### src/rtl/inst_queue.sv
// Dual-issue instruction queue: circular buffer accepting a fetch pair and delivering up to two
// head entries per cycle. Optional same-cycle empty-queue bypass under macro INST_QUEUE_BYPASS_EN.
module inst_queue #(
    parameter int DEPTH  = 8,
    parameter int DATA_W = 96
) (
    input  logic                    clk,
    input  logic                    reset,
    input  logic                    flush,
    input  logic [1:0]              push_valid,
    input  logic [2*DATA_W-1:0]     push_data,
    output logic                    push_ready,
    output logic [1:0]              pop_valid,
    output logic [2*DATA_W-1:0]     pop_data,
    input  logic [1:0]              pop_cnt,
    output logic [$clog2(DEPTH):0]  count
);

    localparam int PTR_W = $clog2(DEPTH);
    localparam int CNT_W = PTR_W + 1;
    localparam logic [PTR_W-1:0] PTR_ONE  = PTR_W'(1);
    localparam logic [CNT_W-1:0] CNT_ZERO = CNT_W'(0);
    localparam logic [CNT_W-1:0] CNT_ONE  = CNT_W'(1);
    localparam logic [CNT_W-1:0] CNT_TWO  = CNT_W'(2);
    localparam logic [CNT_W-1:0] CNT_HI   = CNT_W'(DEPTH - 2);

    logic [DATA_W-1:0] mem_r [DEPTH];
    logic [PTR_W-1:0]  head_r;
    logic [PTR_W-1:0]  tail_r;
    logic [CNT_W-1:0]  count_r;
    logic              push_ready_r;

    logic [DATA_W-1:0] slot0_s, slot1_s, cmp0_s, cmp1_s, wr_lo_s;
    logic [PTR_W-1:0]  head_nx_s, tail_nx_s;
    logic [CNT_W-1:0]  count_nxt_s;
    logic [1:0]        n_push_s, n_pop_s, pop_req_s, avail_s, skip_s, head_adv_s, n_wr_s;
    logic              bypass_s;

    assign slot0_s   = push_data[DATA_W-1:0];
    assign slot1_s   = push_data[2*DATA_W-1:DATA_W];
    assign head_nx_s = head_r + PTR_ONE;
    assign tail_nx_s = tail_r + PTR_ONE;

`ifdef INST_QUEUE_BYPASS_EN
    assign bypass_s = (count_r == CNT_ZERO) && !flush;
`else
    assign bypass_s = 1'b0;
`endif

    // Accepted push count and compacted slot order (a lone slot 1 becomes the first entry)
    always_comb begin
        n_push_s = 2'd0;
        cmp0_s   = push_valid[0] ? slot0_s : slot1_s;
        cmp1_s   = slot1_s;
        if (push_ready_r && !flush) begin
            n_push_s = {1'b0, push_valid[0]} + {1'b0, push_valid[1]};
        end else begin
            n_push_s = 2'd0;
        end
    end

    // Head view, clamped pop amount and resulting write/pointer bookkeeping
    always_comb begin
        avail_s    = 2'd0;
        pop_data   = {mem_r[head_nx_s], mem_r[head_r]};
        pop_req_s  = 2'd0;
        n_pop_s    = 2'd0;
        skip_s     = 2'd0;
        head_adv_s = 2'd0;
        n_wr_s     = 2'd0;
        wr_lo_s    = cmp0_s;
        if (bypass_s) begin
            avail_s  = n_push_s;
            pop_data = {cmp1_s, cmp0_s};
        end else if (count_r >= CNT_TWO) begin
            avail_s = 2'd2;
        end else if (count_r >= CNT_ONE) begin
            avail_s = 2'd1;
        end else begin
            avail_s = 2'd0;
        end
        case (pop_cnt)
            2'd0:    pop_req_s = 2'd0;
            2'd1:    pop_req_s = 2'd1;
            default: pop_req_s = 2'd2;
        endcase
        if (flush) begin
            n_pop_s = 2'd0;
        end else if (pop_req_s < avail_s) begin
            n_pop_s = pop_req_s;
        end else begin
            n_pop_s = avail_s;
        end
        // Bypassed entries consumed this cycle are never stored, so head stays put
        if (bypass_s) begin
            skip_s     = n_pop_s;
            head_adv_s = 2'd0;
        end else begin
            skip_s     = 2'd0;
            head_adv_s = n_pop_s;
        end
        n_wr_s  = n_push_s - skip_s;
        wr_lo_s = (skip_s == 2'd0) ? cmp0_s : cmp1_s;
    end

    assign pop_valid   = {(avail_s >= 2'd2), (avail_s >= 2'd1)};
    assign count_nxt_s = count_r + CNT_W'(n_push_s) - CNT_W'(n_pop_s);

    // Pointer, occupancy and ready registers
    always_ff @(posedge clk) begin
        if (reset) begin
            head_r       <= {PTR_W{1'b0}};
            tail_r       <= {PTR_W{1'b0}};
            count_r      <= CNT_ZERO;
            push_ready_r <= 1'b1;
        end else if (flush) begin
            head_r       <= {PTR_W{1'b0}};
            tail_r       <= {PTR_W{1'b0}};
            count_r      <= CNT_ZERO;
            push_ready_r <= 1'b1;
        end else begin
            head_r       <= head_r + PTR_W'(head_adv_s);
            tail_r       <= tail_r + PTR_W'(n_wr_s);
            count_r      <= count_nxt_s;
            push_ready_r <= (count_nxt_s <= CNT_HI);
        end
    end

    // Entry storage, intentionally without reset
    always_ff @(posedge clk) begin
        if (!reset && (n_wr_s != 2'd0)) begin
            mem_r[tail_r] <= wr_lo_s;
        end
        if (!reset && (n_wr_s == 2'd2)) begin
            mem_r[tail_nx_s] <= cmp1_s;
        end
    end

    assign push_ready = push_ready_r;
    assign count      = count_r;

endmodule

### config.mk
export PLATFORM = sky130hd
export DESIGN_NAME = inst_queue
export DESIGN_NICKNAME = d
export VERILOG_FILES = /design/src/rtl/inst_queue.sv
export SDC_FILE = /design/constraint.sdc
export NUM_CORES = 2
export LEC_CHECK = 0
export CELL_PAD_IN_SITES_DETAIL_PLACEMENT = 0
export CELL_PAD_IN_SITES_GLOBAL_PLACEMENT = 1
export CORE_ASPECT_RATIO = 1.2
export CORE_UTILIZATION = 46
export CTS_CLUSTER_DIAMETER = 40
export DETAILED_ROUTE_END_ITERATION = 16
export GPL_TIMING_DRIVEN = 0
export PLACE_DENSITY_LB_ADDON = 0.15
export SYNTH_ARGS = -nofsm -noshare
export SYNTH_HDL_FRONTEND = slang
export SYNTH_SLANG_ARGS = --single-unit
### constraint.sdc
create_clock -name clk -period 10.59 [get_ports clk]
set_input_delay 2.118 -clock clk [delete_from_list [all_inputs] [get_ports clk]]
set_output_delay 2.118 -clock clk [all_outputs]
set_load 0.02 [all_outputs]
==> impl_metrics.ini <==
[status]
status = finished clean

[critical_path]
path_class = reg -> out
crit_arrival_ps = 4800
startpoint = head_r[0]
required_ps = 8470
startpoint_type = flop
cp-endpoint = pop_data[9]
rr_startpoint = tail_r[1]
r2r_slack_ps = 6670
r2r-end = mem_r[1][46]
crit_fanout = 10
r2r_cells = 11
end_kind = output pin

[floorplanning]
num_rows = 125
initial_core_util_pct = 46.7
ioPinCount = 398
fp.dieH_um = 346
die_w_um = 289
coreArea_um2 = 97400
die-area_um2 = 100000

[timing]
layout_setup_ws_ps = 3670
slew_violations = 0
hold_viol = 0
fin_tns_setup_ps = 0
whs_ps = 638
rsz0062_at_grt = no
setup_viol_count_final = 0
fmax_mhz = 145
post-route-period-util_pct = 65.3
slew_headroom_pct = 15.0
skew_ps = 22.9
post-route-min-period_ps = 6920
worstMarginPinSlew_ps = 1280

[power]
switching_share_pct = 25.9
pwr-share-clk_pct = 45.0
leakagePower_uw = 0.0185
p_int_uw = 7310
pwr-share-comb_pct = 19.4
powerDensity_nw_per_um2 = 174
pwr-share-seq_pct = 35.6
peakVddDrop_uv = 110
p_sw_uw = 2550

[finish]
area.growth.synth_to_final_pct = 25.0
nets = 3315
fin_util_pct = 58.3
final_cell_area_um2 = 56800
drive_above_1_share_pct = 57.2

[cts]
cts_buffers = 133
postCtsHoldBufs = 0
cts.sink_count = 779
cts-root-buf = clkbuf_16
clk_pin_slew_worst_paths_ps = 50
htree_levels = 4
post_cts_buffers = 0
worstSkewPairLatency_ps = 710
cts_resized = 0
clk_path_buf_depth = 3
cts_tree = built

[synth]
yosysTopAreaCell = edfxtp_1
post_synth.cell_area_avg_um2 = 18.1
ys.flop_type = edfxtp_1
async_flop_share_pct = 0
ys_seq_area_share_pct = 51.2
synth_area_leaders = edfxtp_1 51%, mux2_2 26%, mux4_2 19%, buf_2 1.3%, clkbuf_1 0.50%
syn_area_um2 = 45500
yosysWarnings = 0
ys_types = 36
synth_seq_cells = 779
netlist_instances = 2514
syn-num-nets = 2729
synth-edff-count = 768
synth.most_common_cell = mux2_2
yosys-top-cells-count = 1,043 x mux2_2, 768 x edfxtp_1, 384 x mux4_2
synth_top_cell_area_share_pct = 50.7

[grt]
grt_pass1_vias = 30700
grt-ovfl-total = 0
grt_use_total_pct = 29.7
antenna_found_initial = 13
grt_pass1_wl_um = 212000
grt_max_degree = 21

[placement]
pre_cts_slack_ps = 4360
place_congestion = 0.826
placed_area_um2 = 52300
portBuffers = 397
hpwl_um = 99800

[detailed_routing]
vias = 28500
wl_per_cell_um = 33.1
remaining_drc_errors = 0
ant_nets = 0
wirelength_um = 148000
drtIter0Drc = 2462
drt_pass1_iterations = 7
viasPerCell = 6.35

[worst_hold_path]
hp-class = reg -> reg

[run]
max_cap_violations = 0
==> registers in the layout (all words and copies together), names as in the netlist <==
name	cells
mem_r	768
push_ready	1
tail_r	3
count	4
head_r	3
==> logic make-up after synthesis <==
logic type,Yosys count,share of synthesized area [%]
muxes,1440,45.2
DFF,779,51.2
buffers and inverters,221,2.15
and+or+nand+nor,36,0.583
AOI/OAI and AO/OA,16,0.220
adders and majority gates,16,0.506
xor gates and xnor gates,6,0.149
==> power by group through the flow <==
stage / sequential (uW) / clock [uW] / combinational [uW]
floorplan: 3580 / 0 / 1130
global placement: 3600 / 0 / 1850
detailed placement: 3570 / 0 / 1910
CTS: 3510 / 4480 / 1930
global route: 3510 / 4610 / 2020
finish: 3510 / 4440 / 1920
==> metrics by stage <==
stage / total power [uW] / std cells
2_1_floorplan: 4710 / 2514
3_3_place_gp: 5450 / 4181
3_5_place_dp: 5480 / 4235
4_1_cts: 9910 / 4481
5_1_grt: 10100 / 4482
6_report: 9860 / 4484
==> metal layers <==
layer  GRT usage, %  vias up  wire length [um]  share of wire [%]
met5              0        -               138              0.093
met1           36.9    15000             56300                 38
met4           11.9       22              5730                3.9
li1               -    11800                 -                  -
met3           7.16      293             11800                8.0
met2           49.6     1332             74300                 50
==> worst min-delay path by stage <==
stage | slack (ps) | to | from | cells after the start
2_1_floorplan | 580 | head_r[0] | head_r[0] | 2
3_3_place_gp | 630 | head_r[0] | head_r[0] | 2
3_5_place_dp | 630 | head_r[0] | head_r[0] | 2
4_1_cts | 640 | head_r[0] | head_r[0] | 2
5_1_grt | 670 | head_r[0] | head_r[0] | 2
6_report | 640 | head_r[0] | head_r[0] | 2
==> placed cells by master, fill, tap and decap left out, types with 17 or more instances in the layout <==
cell,count
buf_1,27
buf_12,22
clkbuf_16,136
clkdlybuf4s50_1,397
inv_1,17
buf_2,115
clkinvlp_4,19
clkinv_2,21
clkbuf_1,75
edfxtp_1,768
buf_16,17
mux2_2,1043
mux4_2,384
bufinv_16,21
==> critical path, cell delays in order, from the launching register on <==
cell	delay, ps
dfxtp_1	370
clkbuf_1	470
buf_2	460
clkbuf_1	930
buf_2	500
mux4_2	380
mux2_2	280
clkdlybuf4s50_1	660
==> cell type report <==
type,instances,area [um^2]
clock buffers,150,3460
multi-input cells,1514,21300
plain buffers,204,913
repair buffers,451,5110
fillers,7336,40600
inverters,17,63.8
flip-flops and latches,779,23300
clock inverters,96,1120
diodes,3,7.51
well taps,1270,1590
(Power assumes the default switching activity.)
